===== config.mk =====
export PLATFORM = sky130hd
export DESIGN_NAME = spi_slave
export DESIGN_NICKNAME = d
export VERILOG_FILES = /design/src/rtl/spi_slave.sv
export SDC_FILE = /design/constraint.sdc
export NUM_CORES = 1
export LEC_CHECK = 0
export CORE_MARGIN = 5
export CORE_UTILIZATION = 29
export DETAILED_ROUTE_END_ITERATION = 16
export GPL_TIMING_DRIVEN = 0
export PLACE_DENSITY_LB_ADDON = 0.2
export SYNTH_ARGS = -nofsm -noshare
export SYNTH_HDL_FRONTEND = slang
export SYNTH_SLANG_ARGS = --single-unit

===== constraint.sdc =====
create_clock -name clk -period 2.2 [get_ports clk]
set_input_delay 0.66 -clock clk [delete_from_list [all_inputs] [get_ports clk]]
set_output_delay 0.66 -clock clk [all_outputs]
set_load 0.02 [all_outputs]

===== src/rtl/spi_slave.sv =====
// SPI mode-0 target: oversamples SCLK/SSbar/MOSI on clk, returns a preloaded byte on MISO
// while assembling the incoming MOSI byte into RDATA.
module spi_slave #(
    parameter int DATA_WIDTH  = 8,
    parameter int SYNC_STAGES = 2
) (
    input  logic                  clk,
    input  logic                  rst_n,
    input  logic                  apb_ready,
    input  logic [DATA_WIDTH-1:0] WDATA,
    output logic                  SPI_status_RDY_BSYbar,
    output logic [DATA_WIDTH-1:0] RDATA,
    output logic                  rx_data_valid,
    output logic                  tx_underrun,
    input  logic                  SCLK,
    input  logic                  SSbar,
    input  logic                  MOSI,
    output logic                  MISO,
    output logic                  MISO_oe
);

    localparam int CW = $clog2(DATA_WIDTH + 1);

    typedef enum logic [1:0] {IDLE, LOAD, SHIFT} state_t;

    state_t                 state, state_nxt;
    logic [SYNC_STAGES-1:0] sclk_sync, ss_sync, mosi_sync;
    logic                   sclk_d, ss_d;
    logic                   sclk_s, ss_s, mosi_s;
    logic                   sclk_rise, ss_fall, sel;
    logic [DATA_WIDTH-1:0]  hold_data, tx_shift, rx_next;
    logic [DATA_WIDTH-2:0]  rx_shift;
    logic                   hold_full, load_accept, last_bit;
    logic [CW-1:0]          bit_cnt;

    // SSbar synchronizer resets to "selected" so a frame already running when
    // reset releases never produces a fall; only a real high-then-low starts one.
    always_ff @(posedge clk or negedge rst_n) begin
        if (!rst_n) begin
            sclk_sync <= '0;
            ss_sync   <= '0;
            mosi_sync <= '0;
            sclk_d    <= 1'b0;
            ss_d      <= 1'b0;
        end else begin
            sclk_sync <= {sclk_sync[SYNC_STAGES-2:0], SCLK};
            ss_sync   <= {ss_sync[SYNC_STAGES-2:0], SSbar};
            mosi_sync <= {mosi_sync[SYNC_STAGES-2:0], MOSI};
            sclk_d    <= sclk_sync[SYNC_STAGES-1];
            ss_d      <= ss_sync[SYNC_STAGES-1];
        end
    end

    assign sclk_s      = sclk_sync[SYNC_STAGES-1];
    assign ss_s        = ss_sync[SYNC_STAGES-1];
    assign mosi_s      = mosi_sync[SYNC_STAGES-1];
    assign sclk_rise   = sclk_s & ~sclk_d;
    assign ss_fall     = ~ss_s & ss_d;
    assign sel         = ~ss_s;
    assign last_bit    = (bit_cnt == CW'(DATA_WIDTH - 1));
    assign load_accept = apb_ready & ~hold_full;
    assign rx_next     = {rx_shift, mosi_s};

    always_ff @(posedge clk or negedge rst_n) begin
        if (!rst_n) state <= IDLE;
        else        state <= state_nxt;
    end

    always_comb begin
        state_nxt = state;
        case (state)
            IDLE:    if (ss_fall) state_nxt = LOAD;
            LOAD:    state_nxt = sel ? SHIFT : IDLE;
            SHIFT: begin
                if (!sel)                       state_nxt = IDLE;
                else if (sclk_rise && last_bit) state_nxt = LOAD;
            end
            default: state_nxt = IDLE;
        endcase
    end

    always_ff @(posedge clk or negedge rst_n) begin
        if (!rst_n) begin
            hold_data     <= '0;
            hold_full     <= 1'b0;
            tx_shift      <= '0;
            rx_shift      <= '0;
            bit_cnt       <= '0;
            RDATA         <= '0;
            rx_data_valid <= 1'b0;
            tx_underrun   <= 1'b0;
        end else begin
            rx_data_valid <= 1'b0;
            tx_underrun   <= 1'b0;
            if (load_accept) hold_data <= WDATA;
            // Consume and accept are exclusive: accept needs empty, consume needs full.
            if (state == LOAD && hold_full) hold_full <= 1'b0;
            else if (load_accept)           hold_full <= 1'b1;
            case (state)
                LOAD: begin
                    bit_cnt <= '0;
                    if (hold_full) begin
                        tx_shift <= hold_data;
                    end else begin
                        tx_shift    <= '0;
                        tx_underrun <= 1'b1;
                    end
                end
                SHIFT: begin
                    if (!sel) begin
                        bit_cnt <= '0;
                    end else if (sclk_rise) begin
                        rx_shift <= rx_next[DATA_WIDTH-2:0];
                        tx_shift <= {tx_shift[DATA_WIDTH-2:0], 1'b0};
                        bit_cnt  <= bit_cnt + CW'(1);
                        if (last_bit) begin
                            RDATA         <= rx_next;
                            rx_data_valid <= 1'b1;
                        end
                    end
                end
                default: bit_cnt <= '0;
            endcase
        end
    end

    assign SPI_status_RDY_BSYbar = ~hold_full;
    assign MISO_oe               = (state != IDLE);
    assign MISO                  = (state != IDLE) ? tx_shift[DATA_WIDTH-1] : 1'b0;

endmodule


==> results.py <==
metrics = {
    "synthesis": {
        "synth-main-ff-cell": "dfrtp_1",
        "postSynth.asyncResetShare": 1.00,
        "synth_warnings": 0,
        "synth-seq-cells": 48,
        "yosysMostFrequentCell": "dfrtp_1",
        "synth_area_per_cell_um2": 14.2,
        "synthDistinctLibCells": 32,
        "syn-num-nets": 153,
        "yosys.area.top_type_share": 0.615,
        "seq_area_frac_synth": 0.615,
        "ys_top_cells_by_area": "dfrtp_1 (61%), mux2_2 (12%), mux2_4 (5.4%), mux2i_1 (4.1%), and3b_1 (1.3%)",
        "syn_inst": 138,
        "synth.top_cells.by_count": "dfrtp_1 (48), mux2_2 (20), mux2i_1 (8)",
        "synth-edff-count": 0,
        "syn_area_um2": 1950,
        "yosys.area.top_type": "dfrtp_1",
    },
    "cts": {
        "cts.reportedPaths.clkPinSlew_ns": 0.09,
        "htreeDepth": 2,
        "cts_setup_buffers": 0,
        "clkLatencyLatePin_ns": 0.30,
        "clockRootBuffer": "clkbuf_8",
        "clock_sinks": 48,
        "postCtsHoldBufs": 0,
        "cts_tree": "done",
        "cts_buffers": 5,
        "clockBufferDepth": 2,
    },
    "power_and_ir_drop": {
        "vdd_drop_max_mv": 0.238,
        "sequentialPowerShare": 0.553,
        "p_leak_nw": 1.14,
        "pwr-share-clk": 0.255,
        "intPower_mw": 1.54,
        "p_per_area_nw_per_um2": 867,
        "switching_share": 0.266,
        "power.switching_uw": 557,
        "pwr-share-comb": 0.192,
    },
    "sta": {
        "rsz0062_at_grt": "false",
        "final-setup-viol-count": 0,
        "drv_slew": 0,
        "slew_headroom": 0.645,
        "skew_ns": 0.00754,
        "min_period_ns": 2.12,
        "fmax_mhz": 471,
        "final-hold-violation-count": 0,
        "fin_tns_setup_ns": 0,
        "fin_crit_sh": 0.965,
        "tightest_slew_ns": 0.532,
    },
    "place": {
        "place_congestion": 0.690,
        "portBuffers": 26,
        "hpwlAfterDp_mm": 2.34,
        "dpl_cell_area_um2": 2330,
    },
    "finish": {
        "nFillCells": 655,
        "drive_gt1_frac": 0.267,
        "area_growth_pct": 23.6,
        "ff_latch_area_um2": 1200,
        "antenna-diode-count": 0,
        "finish.utilization": 0.362,
        "multiInputGateArea_um2": 693,
        "nets": 186,
        "fin_area_um2": 2420,
    },
    "global_route": {
        "overflow": 0,
        "busiest_layer": "met2",
        "grt_pass1_vias": 1177,
        "antenna_found_initial": 0,
        "grt_usage": 0.0853,
        "grt_pass1_wl_mm": 5.72,
        "grtUsageMet1": 0.105,
        "grt_max_degree": 30,
        "use_met3": 0.0328,
        "use_met2": 0.133,
    },
    "detailed_routing": {
        "route.detailed.drc": 0,
        "vias_per_cell": 4.42,
        "drt-total-wl_mm": 3.22,
        "avgRoutedWirePerCell_um": 12.8,
        "vias": 1114,
        "postRouteAntennaNets": 0,
        "drt-initial-drc-count": 76,
        "firstDrtPassIters": 4,
    },
    "floorplan": {
        "start_util": 0.293,
        "die_height_um": 92.1,
        "rows": 30,
        "dieArea_um2": 8480,
        "io_pins": 27,
        "coreArea_um2": 6680,
        "die_width_um": 92.1,
    },
    "worst_setup_path": {
        "arrival_ns": 1.46,
        "cp-start-kind": "flip-flop",
        "crit_path_max_fanout": 12,
        "worstPathRequired_ns": 1.54,
        "endpoint_kind": "output pin",
        "path_class": "reg -> out",
    },
    "job": {
        "max-cap-violations": 0,
    },
    "hold_path": {
        "worst_hold_path_type": "in -> async",
    },
    "outcome": {
        "run_status": "finished clean",
    },
}
critical path, stage by stage, from the launching register on:
cell and delay (ns):
dfrtp_2 0.50, inv_1 0.08, clkdlybuf4s50_1 0.60
sequential cells by signal (all words and copies together), names as in the netlist:
register	flops
bit_cnt	4
tx_underrun	1
ss_sync	2
sclk_d	1
ss_d	1
hold_data	8
state	2
rx_shift	7
sclk_sync	2
mosi_sync	2
RDATA	8
tx_shift	8
rx_data_valid	1
hold_full	1
worst paths after layout:
kind / startpoint / to / slack [ns] / cells after the start
max: hold_full / SPI_status_RDY_BSYbar / 0.08 / 2
max in group asynchronous: rst_n / state[1] / 1.37 / 2
min in group clk: mosi_sync[0] / mosi_sync[1] / 0.35 / 0
min: rst_n / RDATA[7] / 0.31 / 1
min reg2reg: mosi_sync[0] / mosi_sync[1] / 0.35 / 0
max reg2reg: state[0] / tx_shift[6] / 0.35 / 4
routing by layer:
metal / vias up / routed length (um)
met5: - / 0
met4: 0 / 59
met3: 5 / 156
met2: 17 / 1500
met1: 550 / 1500
li1: 542 / -
through the flow:
step / hold WS [ns] / cells / power [mW] / setup WS [ns]
6_report: 0.310 / 252 / 2.10 / 0.0773
4_1_cts: 0.331 / 252 / 2.13 / 0.00514
5_1_grt: 0.336 / 252 / 2.24 / 0.00668
3_5_place_dp: 0.336 / 245 / 1.60 / -0.00261
2_1_floorplan: 0.331 / 138 / 1.45 / 0.516
3_3_place_gp: 0.332 / 244 / 1.58 / -0.783
power groups by stage:
stage / Combinational [mW] / Sequential, mW / Clock (mW)
floorplan: 0.318 / 1.13 / 0
finish: 0.402 / 1.16 / 0.534
global route: 0.451 / 1.18 / 0.606
detailed placement: 0.444 / 1.15 / 0
global placement: 0.431 / 1.15 / 0
CTS: 0.412 / 1.16 / 0.560
kinds of logic after synthesis:
logic type | synth area share
flops | 0.615
mux | 0.210
simple gates | 0.0896
compound gates | 0.0397
buf+inv | 0.0307
xor+xnor | 0.00896
fa+ha+maj | 0.00640
what timing repair did:
| action | CTS | global route |
|---|---|---|
| gates resized for setup | 4 | 3 |
| setup endpoints to repair | 3 | 2 |
| cloned | 0 | 0 |
cells in the final DEF, fill, tap and decap left out, types with 2 or more instances in the layout:
cell type,synthesis,final
nand2b_1,4,4
inv_1,6,6
mux2i_1,8,8
nor2_1,4,4
a31oi_1,3,3
clkbuf_1,3,2
clkinv_2,0,2
and3b_1,3,3
clkbuf_8,0,6
mux2_2,20,20
dfrtp_1,48,45
nand3b_1,2,2
o21ai_0,2,2
buf_6,2,2
clkdlybuf4s50_1,0,23
nand2_1,6,6
mux2_4,7,7
xor2_1,2,2
dfrtp_2,0,3
a21oi_1,2,2
area by class of cell:
cell class                 count  share of cell area
clock buffer                   6              0.0342
multi-input combinational     78               0.287
tap                           80              0.0414
sequential                    48               0.499
timing repair buffer          27               0.111
buffer                         5              0.0140
clock inverter                 2             0.00414
inverter                       6             0.00932
No activity file was read; power rests on OpenSTA's default activity.
